$ cat src/rtl/dsound_pkg.sv
// Shared Direct Sound definitions: default FIFO geometry, DMA-compatible size
// encodings and the signed sample type handed to the mixer.
package dsound_pkg;

  localparam int DSOUND_DEPTH_BYTES = 32;
  localparam int DSOUND_REQ_THRESH  = 16;

  localparam logic [1:0] SZ_HALF = 2'b01;
  localparam logic [1:0] SZ_WORD = 2'b10;

  typedef logic signed [7:0] sample_t;

  // Bytes carried by one access; unsupported size codes carry nothing.
  function automatic logic [2:0] push_bytes(input logic [1:0] size);
    logic [2:0] n;
    n = 3'd0;
    if (size == SZ_WORD) n = 3'd4;
    else if (size == SZ_HALF) n = 3'd2;
    return n;
  endfunction

endpackage

$ cat src/rtl/dsound_fifo_mem.sv
// Byte storage for one Direct Sound FIFO: four write lanes landing at
// consecutive (wrapping) addresses from wr_ptr, one asynchronous read at rd_ptr.
module dsound_fifo_mem
  import dsound_pkg::*;
#(
  parameter int DEPTH_BYTES = DSOUND_DEPTH_BYTES,
  parameter int PTR_W       = $clog2(DEPTH_BYTES)
) (
  input  logic             clk,
  input  logic [3:0]       wr_lane_en,
  input  logic [PTR_W-1:0] wr_ptr,
  input  logic [31:0]      wr_bytes,
  input  logic [PTR_W-1:0] rd_ptr,
  output sample_t          rd_data
);

  logic [7:0] mem [DEPTH_BYTES];

  // Lane i holds the i-th byte of the access; the pointer sum wraps naturally.
  always_ff @(posedge clk) begin
    for (int i = 0; i < 4; i++) begin
      if (wr_lane_en[i]) mem[wr_ptr + PTR_W'(i)] <= wr_bytes[8*i +: 8];
    end
  end

  assign rd_data = sample_t'(mem[rd_ptr]);

endmodule

$ cat src/rtl/direct_sound_fifo.sv
// Direct Sound channel FIFO: byte queue between DMA/CPU writes and the mixer,
// with a level-type DMA request. Optional stats counters: DSOUND_FIFO_STATS_EN.
module direct_sound_fifo
  import dsound_pkg::*;
#(
  parameter int DEPTH_BYTES = DSOUND_DEPTH_BYTES,
  parameter int REQ_THRESH  = DSOUND_REQ_THRESH,
  parameter int LVL_W       = $clog2(DEPTH_BYTES) + 1
) (
  input  logic             clk,
  input  logic             rst_b,
  input  logic             enable,
  input  logic             fifo_reset,
  input  logic             wr_en,
  input  logic [1:0]       wr_size,
  input  logic             wr_hi,
  input  logic [31:0]      wr_data,
  input  logic             timer_tick,
  output sample_t          sample_out,
  output logic             sample_valid,
  output logic             sound_req,
  output logic [LVL_W-1:0] level
`ifdef DSOUND_FIFO_STATS_EN
  ,
  output logic [7:0]       ovf_cnt,
  output logic [7:0]       udf_cnt
`endif
);

  localparam int PTR_W = $clog2(DEPTH_BYTES);

  logic [PTR_W-1:0] wptr, rptr;
  logic [2:0]       n_push;
  logic [LVL_W-1:0] n_push_l, free, level_next;
  logic             wr_drop, wr_ok, do_pop, underflow;
  logic [3:0]       lane_en;
  logic [31:0]      lane_data;
  sample_t          rd_data;

  // Space is judged on the pre-pop level so a write never depends on a same-cycle pop.
  always_comb begin
    n_push     = wr_en ? push_bytes(wr_size) : 3'd0;
    n_push_l   = LVL_W'(n_push);
    free       = LVL_W'(DEPTH_BYTES) - level;
    wr_drop    = (n_push != 3'd0) && (free < n_push_l);
    wr_ok      = (n_push != 3'd0) && !wr_drop;
    do_pop     = timer_tick && enable && (level != '0);
    underflow  = timer_tick && enable && (level == '0);
    level_next = level + (wr_ok ? n_push_l : '0) - (do_pop ? LVL_W'(1) : '0);
    lane_en    = '0;
    lane_data  = wr_data;
    if (wr_ok && !fifo_reset) begin
      lane_en = (n_push == 3'd4) ? 4'hF : 4'h3;
      if (n_push == 3'd2) lane_data = {16'h0000, wr_hi ? wr_data[31:16] : wr_data[15:0]};
    end
  end

  dsound_fifo_mem #(
    .DEPTH_BYTES(DEPTH_BYTES),
    .PTR_W      (PTR_W)
  ) u_mem (
    .clk       (clk),
    .wr_lane_en(lane_en),
    .wr_ptr    (wptr),
    .wr_bytes  (lane_data),
    .rd_ptr    (rptr),
    .rd_data   (rd_data)
  );

  // A flush outranks any same-cycle write or tick.
  always_ff @(posedge clk or negedge rst_b) begin
    if (!rst_b) begin
      level        <= '0;
      wptr         <= '0;
      rptr         <= '0;
      sample_out   <= '0;
      sample_valid <= 1'b0;
      sound_req    <= 1'b0;
    end else if (fifo_reset) begin
      level        <= '0;
      wptr         <= '0;
      rptr         <= '0;
      sample_out   <= '0;
      sample_valid <= 1'b0;
      sound_req    <= 1'b0;
    end else begin
      level        <= level_next;
      sample_valid <= do_pop;
      sound_req    <= enable && (level_next <= LVL_W'(REQ_THRESH));
      if (wr_ok) wptr <= wptr + PTR_W'(n_push);
      if (do_pop) begin
        rptr       <= rptr + PTR_W'(1);
        sample_out <= rd_data;
      end
    end
  end

`ifdef DSOUND_FIFO_STATS_EN
  // Saturating diagnostics: dropped writes and ticks that found the FIFO empty.
  always_ff @(posedge clk or negedge rst_b) begin
    if (!rst_b) begin
      ovf_cnt <= '0;
      udf_cnt <= '0;
    end else if (fifo_reset) begin
      ovf_cnt <= '0;
      udf_cnt <= '0;
    end else begin
      if (wr_drop && ovf_cnt != 8'hFF) ovf_cnt <= ovf_cnt + 8'd1;
      if (underflow && udf_cnt != 8'hFF) udf_cnt <= udf_cnt + 8'd1;
    end
  end
`else
  logic unused_underflow;
  assign unused_underflow = underflow;
`endif

endmodule

$ cat config.mk
export PLATFORM = sky130hd
export DESIGN_NAME = direct_sound_fifo
export DESIGN_NICKNAME = d
export VERILOG_FILES = /design/src/rtl/dsound_pkg.sv /design/src/rtl/dsound_fifo_mem.sv /design/src/rtl/direct_sound_fifo.sv
export SDC_FILE = /design/constraint.sdc
export NUM_CORES = 1
export LEC_CHECK = 0
export CORE_MARGIN = 4
export CORE_UTILIZATION = 50
export CTS_CLUSTER_DIAMETER = 120
export DETAILED_ROUTE_END_ITERATION = 10
export GPL_ROUTABILITY_DRIVEN = 0
export GPL_TIMING_DRIVEN = 0
export PLACE_DENSITY = 0.67
export SKIP_CTS_REPAIR_TIMING = 1
export SLEW_MARGIN = 20
export SYNTH_ARGS = -nofsm -noshare
export SYNTH_HDL_FRONTEND = slang
export SYNTH_SLANG_ARGS = --single-unit
$ cat constraint.sdc
create_clock -name clk -period 5.9 [get_ports clk]
set_clock_uncertainty 0.1 [all_clocks]
set_input_delay 0.885 -clock clk [delete_from_list [all_inputs] [get_ports clk]]
set_output_delay 0.885 -clock clk [all_outputs]
set_load 0.005 [all_outputs]
## Word level (Yosys, flattened, before mapping)

Memories as Yosys holds them, arrays and structs flattened.
Cells that the tools add are included.

- Flip-flop bits (word level): 26
- Memory bits (writable): 256
- Input port bits: 41
- Output and inout port bits: 16
- Logic and storage cells: 60
- Memories kept: 1

Memories:

| name | words | width | rd ports | clocked after Yosys merged registers in | write ports | line | RTL |
|---|---|---|---|---|---|---|---|
| u_mem.mem | 32 | 8 | 1 | 0 | 4 | dsound_fifo_mem.sv:17 | `logic [7:0] mem [DEPTH_BYTES];` |

- $add $sub $neg: 8
- $lt $le $gt $ge: 2
- Equal/unequal tests: 4
- Multiplexer cells: 27
- Reductions and logical operators: 12

Operators with widths:

| kind | count |
|---|---|
| 2-to-1 mux 32 bit | 2 |
| 2-to-1 mux 5 bit | 4 |
| 2-to-1 mux 16 bit | 1 |
| 2-to-1 mux 8 bit | 2 |
| 2-to-1 mux 1 bit | 11 |
| adder 5 x 1 -> 5 bit, second input constant | 2 |
| adder 5 x 2 -> 5 bit, second input constant | 2 |
| 2-to-1 mux 3 bit | 3 |
| 2-to-1 mux 4 bit | 2 |
| adder 6 x 3 -> 6 bit | 1 |
| <= comparator 6 x 5 -> 1 bit, second input constant | 1 |
| logical AND 1 bit | 6 |
| < comparator 6 x 3 -> 1 bit | 1 |
| 2-to-1 mux 6 bit | 1 |
| nonzero test 6 bit | 1 |
| subtractor 6 x 1 -> 6 bit | 1 |
| subtractor 6 bit, first input constant | 1 |
| adder 5 x 3 -> 5 bit | 1 |
| nonzero test 2 bit | 2 |
| equality test 3 x 2 -> 1 bit, second input constant | 1 |
| equality test 3 bit, second input constant | 1 |
| nonzero test 3 bit | 1 |
| equality test 2 x 1 -> 1 bit, second input constant | 1 |
| equality test 2 bit, second input constant | 1 |
| 2 further kinds | 3 |

## Longest topological paths before layout

- Depth after elaboration: 14
- Depth in mapped cells: 17
- Gate-level depth less buffers: 17

## Modules after synthesis

From an unflattened synthesis, not the netlist that was laid out.

- Cell total of the unflattened synthesis: 1928
- Area total of the unflattened synthesis: 21459.3 um^2

Modules (own cells, without submodules):

| module | times used | cells each | area an instance (um^2) | sequential area each (um^2) |
|---|---|---|---|---|
| dsound_fifo_mem | 1 | 1747 | 19637.6 | 7687.4 |
| direct_sound_fifo | 1 | 181 | 1821.7 | 625.6 |

## Worst setup path before layout

OpenSTA, ideal clock, no wires.

- Path kind: input -> register
- Start: input wr_en
- End: register sound_req
- Setup time: 100 ps
- Data arrival time: 3667 ps
- Data required time: 5700 ps
- Path slack: 2033 ps
- Stages on the path: 17
- Path buffers: 0
- Path through: inv_1 > nor3b_1 > inv_1 > ha_1 > nor2b_1 > mux2_2 > nand3_1 > nand2_1 > ha_1 > inv_1 > ha_1 > fa_1 > a21oi_1 > nor2_1 > nor2_1 > xnor2_1 > nor4bb_1

- Cells in the longest elaborated chain, start to end: 11
- Elaborated cells between the ends (all ways): 12
- Classes of those cells: 2 x add/sub; 2 x order compare; 3 x mux; 5 x reduce/logical

RTL lines:

| element | line | RTL |
|---|---|---|
| start: declaration | direct_sound_fifo.sv:14 | `input logic wr_en,` |
| 2-to-1 mux 3 bit (*) | direct_sound_fifo.sv:42 | `n_push = wr_en ? push_bytes(wr_size) : 3'd0;` |
| < comparator 6 x 3 -> 1 bit or nonzero test 3 bit (tied branches) | direct_sound_fifo.sv:45, direct_sound_fifo.sv:46 |  |
| logical AND 1 bit | direct_sound_fifo.sv:45 | `wr_drop = (n_push != 3'd0) && (free < n_push_l);` |
| logical NOT 1 bit | direct_sound_fifo.sv:46 | `wr_ok = (n_push != 3'd0) && !wr_drop;` |
| logical AND 1 bit | direct_sound_fifo.sv:46 |  |
| 2-to-1 mux 3 bit (*) | direct_sound_fifo.sv:49 | `level_next = level + (wr_ok ? n_push_l : '0) - (do_pop ? LVL_W'(1) : '0);` |
| adder 6 x 3 -> 6 bit (*) | direct_sound_fifo.sv:49 |  |
| subtractor 6 x 1 -> 6 bit (*) | direct_sound_fifo.sv:49 |  |
| <= comparator 6 x 5 -> 1 bit (*) | direct_sound_fifo.sv:89 | `sound_req <= enable && (level_next <= LVL_W'(REQ_THRESH));` |
| logical AND 1 bit (*) | direct_sound_fifo.sv:89 |  |
| 2-to-1 mux 1 bit (*) | direct_sound_fifo.sv:79 | `end else if (fifo_reset) begin` |
| end signal: assignment | direct_sound_fifo.sv:89 |  |
| end: declaration | direct_sound_fifo.sv:21 | `output logic sound_req,` |

Every way passes the cells marked *; elsewhere a longest branch is shown, timed or not.
A chain may end at the register's enable or synchronous reset.

==> impl_summary.txt <==
----------------------------------------------------
[Run status]
  Run status ... finished, final reports clean

[STA]
  Worst slew pin tran ... 1310 ps
  Unrepaired setup endpoints after global routing ... false
  Endpoints failing setup ... 0
  Worst Setup Slack, final ... between 1000 and 1500 ps
  Final-layout setup total negative slack ... 0 ps
  Final period demand of the worst path ... around 4800 ps
  Worst slew slack as a fraction of its limit ... between 10% and 20%
  Highest clock frequency the design can meet ... between 0.2 and 0.25 GHz
  Pins Over Slew Limit ... 0
  Hold violation total from the final report ... 0
  Share of the clock period used by the worst path ... between 80% and 90%

[Placement]
  Post-place instance area ... about 0.017 mm²
  HPWL reported at the end of detailed placement ... 41,400 µm
  Number of buffers inserted by port buffering ... 56
  DP Worst Slack ... between 800 and 900 ps

[Yosys]
  Post-Synth XOR/XNOR Area ... around 1.1%
  Library cells used by synthesis ... around 70
  Main combinational cell family by area after synthesis ... compound AO/OA/AOI/OAI gates
  Post-Synthesis Mean Instance Area ... about 12 µm²
  Number of enable-type register cells in the synthesized netlist ... roughly 260
  Post-synthesis share of cell area spent on and, or, nand and nor gates ... ~11%
  Synth Net Count ... around 1.4k
  Top_reg_cell synth ... sky130_fd_sc_hd__edfxtp_1
  Share of the yosys chip area belonging to registers ... between 50% and 60%
  Synth async-reset ratio ... 8.90%
  Synthesized-area fraction occupied by adder cells ... between 1.5 and 2%
  Share of cell area taken by muxes after synthesis ... between 10% and 20%
  Cell count after synthesis ... ~1.4k
  Synthesis-stage register bit count ... around 280
  Share of the synthesized area in compound gates (AO/OA/AOI/OAI) ... between 10% and 20%
  Cell area after synthesis ... around 0.016 mm²
  Warnings from Yosys ... 0

[Final layout]
  Layout cell share with drive strength beyond 1 ... about 15%
  Fillcell total ... 2,492
  Area overhead of the layout relative to synthesis ... 13.0%
  Post-Layout Inst Area ... around 0.018 mm²
  Number of nets in the final layout ... 1,507
  Utilization after layout ... a little under 60%

[Route]
  Overall via count from detail_route ... between 10k and 15k
  Number of remaining DRC errors ... 0
  Routed wire length ... ~57,000 µm
  Vias per Instance ... between 6 and 7
  Average wire length per cell after detail routing ... slightly above 30 µm
  Number of design-rule violations left by the first detailed-router iteration ... between 2k and 2.5k
  Number of routed nets with antenna violations ... 0
  1st-pass router iterations ... 7

[Critical path]
  Maximum fanout count along the critical path ... 10
  Critical path startpoint category ... primary input
  CP Capture Type ... flop
  Arrival time at the worst endpoint ... 4910 ps
  R2R depth ... 11
  Endpoint required time on the critical path ... between 6000 and 7000 ps
  Path type of the worst setup path ... primary input to flop

[Power]
  Total chip power ... roughly 0.0053 W
  Static power due to leakage ... 6.15 nW
  Peak supply drop ... between 0.3 and 0.4 mV
  Power per Cell Area ... ~300 mW/mm²

[Clocking]
  Cell at the root of the clock tree ... sky130_fd_sc_hd__clkbuf_16
  TritonCTS Buffers ... 29
  Worst-skew pair later-pin latency ... 580 ps
  Clock tree from TritonCTS ... yes
  Number of buffers on the longest clock path ... 3
  Total number of H-tree levels ... 1
  Clk pin slew, worst setup/hold paths ... 70 ps
  Number of clock sinks ... 281

[Floorplan]
  Die height ... roughly 190 µm
  Die W ... approximately 190 µm
  Core box area ... 0.0308 mm²
  Effective utilization at floorplan ... around half
  Area enclosed by the die boundary ... between 0.03 and 0.04 mm²
  Std cell rows ... 64
  Number of top-level pins ... 57

[GRT]
  Initial antenna violation count ... 1
  Remaining global-route overflow ... 0
  Via count of the first global-routing pass ... 12.4k
  First-pass GRT wire length ... ~80,000 µm
  Overall routing resource usage ... around a third
  Pin count of the biggest net entering global routing ... 26

[Job]
  Max-cap viol count ... 0

[Worst hold path]
  Classification of the worst-slack hold path ... primary input to async pin

----------------------------------------------------
## synthesized netlist by cell type (3+ instances only)
master                     count  area, µm²
sky130_fd_sc_hd__edfxtp_1    256       7690
sky130_fd_sc_hd__nand2_1     180        676
sky130_fd_sc_hd__nor2_1      156        586
sky130_fd_sc_hd__o21ai_0     136        681
sky130_fd_sc_hd__a221oi_1     95        832
sky130_fd_sc_hd__mux4_2       56       1260
sky130_fd_sc_hd__clkbuf_1     50        188
sky130_fd_sc_hd__mux2i_1      40        400
sky130_fd_sc_hd__o22ai_1      32        200
sky130_fd_sc_hd__inv_1        28        105
sky130_fd_sc_hd__a21oi_1      26        130
sky130_fd_sc_hd__buf_2        25        125
sky130_fd_sc_hd__dfrtp_1      25        626
sky130_fd_sc_hd__a22oi_1      18        135
sky130_fd_sc_hd__ha_1         17        213
sky130_fd_sc_hd__mux2_2       17        191
sky130_fd_sc_hd__and2_1       14       87.6
sky130_fd_sc_hd__buf_1        14       52.6
sky130_fd_sc_hd__buf_4        14        105
sky130_fd_sc_hd__xnor2_1      12        105
sky130_fd_sc_hd__nand3_1      10       50.1
sky130_fd_sc_hd__a211oi_1      9       67.6
sky130_fd_sc_hd__mux2i_2       9        124
sky130_fd_sc_hd__nor2_2        9       56.3
sky130_fd_sc_hd__nor2b_1       9       56.3
sky130_fd_sc_hd__a22o_1        8       70.1
sky130_fd_sc_hd__a32o_1        8       80.1
sky130_fd_sc_hd__or3_1         7       43.8
sky130_fd_sc_hd__xor2_1        6       52.6
sky130_fd_sc_hd__or2_2         5       31.3
sky130_fd_sc_hd__buf_6         4       45.0
sky130_fd_sc_hd__o21a_1        4       30.0
sky130_fd_sc_hd__o311ai_4      4        105
sky130_fd_sc_hd__clkbuf_2      3       15.0
sky130_fd_sc_hd__nand2b_1      3       18.8
sky130_fd_sc_hd__nand3b_1      3       22.5
sky130_fd_sc_hd__nand4_1       3       18.8
sky130_fd_sc_hd__nor3_1        3       15.0
## placed cells by master (no fill, tap or decap), types with 9 or more instances in the layout
cell	synthesis	routed
sky130_fd_sc_hd__o22ai_1	32	31
sky130_fd_sc_hd__a211oi_1	9	9
sky130_fd_sc_hd__buf_2	25	27
sky130_fd_sc_hd__nor2_1	156	156
sky130_fd_sc_hd__dfrtp_1	25	25
sky130_fd_sc_hd__xnor2_1	12	12
sky130_fd_sc_hd__nor2b_1	9	9
sky130_fd_sc_hd__a22oi_1	18	18
sky130_fd_sc_hd__ha_1	17	17
sky130_fd_sc_hd__nor2_2	9	9
sky130_fd_sc_hd__edfxtp_1	256	256
sky130_fd_sc_hd__nand2_1	180	180
sky130_fd_sc_hd__a21oi_1	26	26
sky130_fd_sc_hd__a221oi_1	95	95
sky130_fd_sc_hd__inv_1	28	28
sky130_fd_sc_hd__mux2_2	17	17
sky130_fd_sc_hd__o21ai_0	136	129
sky130_fd_sc_hd__clkbuf_16	0	29
sky130_fd_sc_hd__mux2i_2	9	12
sky130_fd_sc_hd__clkinv_1	1	9
sky130_fd_sc_hd__mux4_2	56	56
sky130_fd_sc_hd__mux2i_1	40	37
sky130_fd_sc_hd__clkbuf_1	50	52
sky130_fd_sc_hd__buf_4	14	15
sky130_fd_sc_hd__clkdlybuf4s50_1	0	55
sky130_fd_sc_hd__and2_1	14	14
sky130_fd_sc_hd__buf_1	14	14
sky130_fd_sc_hd__nand3_1	10	10
## area by class of cell
class                           count  area (µm²)  area share [%]
Buffer                            110         531            2.98
Sequential cell                   281        8310            46.6
Timing Repair Buffer               59         579            3.25
Antenna cell                        1        2.50          0.0140
Inverter                           29         109           0.611
Multi-Input combinational cell    937        6860            38.5
Clock buffer                       31         733            4.11
Clock inverter                     23         201            1.13
Tap cell                          396         495            2.78
## cell families after synthesis
logic type / Yosys count
AND/OR/NAND/NOR: 414
buffers and inverters: 139
adder cells (fa/ha/maj): 19
flip-flops: 281
XOR/XNOR: 19
AO/OA/AOI/OAI: 362
multiplexers: 123
## sequential cells by signal, indices dropped and copies added, names as in the netlist
name	cells
level	6
rptr	5
sample_out	8
sample_valid	1
sound_req	1
u_mem.mem	256
wptr	4
## worst max-delay path, stage by stage
cell	delay [ps]
sky130_fd_sc_hd__clkdlybuf4s50_1	540
sky130_fd_sc_hd__inv_1	110
sky130_fd_sc_hd__nor3b_1	400
sky130_fd_sc_hd__inv_1	160
sky130_fd_sc_hd__ha_1	320
sky130_fd_sc_hd__o21ai_1	230
sky130_fd_sc_hd__a31oi_4	410
sky130_fd_sc_hd__buf_6	240
sky130_fd_sc_hd__buf_6	220
sky130_fd_sc_hd__mux2i_1	1070
sky130_fd_sc_hd__a21oi_1	320
## routing by layer
layer / wire, µm / track usage (%) / share of wire, % / vias up
met3: 7470 / 8.25 / 13 / 276
li1: - / - / - / 5420
met1: 20600 / 43.7 / 36 / 6212
met5: 42 / 1.00 / 0.074 / -
met2: 24300 / 48.4 / 43 / 1096
met4: 4310 / 18.6 / 7.6 / 2
## through the flow
stage          hold slack, ps  cells
6_report                  226   1867
5_1_grt                   284   1867
4_1_cts                   276   1866
3_5_place_dp              381   1812
3_3_place_gp              377   1809
2_1_floorplan             389   1357
## where the power goes
group | leakage [nW] | switching, W | internal (W) | total [W]
Combinational | 3.04 | 0.000769 | 0.000463 | 0.00123
Clock | 0.461 | 0.000815 | 0.00103 | 0.00185
Sequential | 2.64 | 0.0000339 | 0.00223 | 0.00226
Total | 6.15 | 0.00162 | 0.00373 | 0.00535
## worst paths after layout
path / to / slack, ps / start
max: u_mem.mem[17][0] / 1120 / wr_en
min: wptr[1] / 230 / rst_b
max reg2reg: u_mem.mem[17][0] / 1720 / level[0]
min reg2reg: sample_out[5] / 390 / sample_out[5]
max in group asynchronous: sample_out[2] / 5020 / rst_b
min in group clk: sample_out[5] / 390 / sample_out[5]
(Power assumes the default switching activity.)
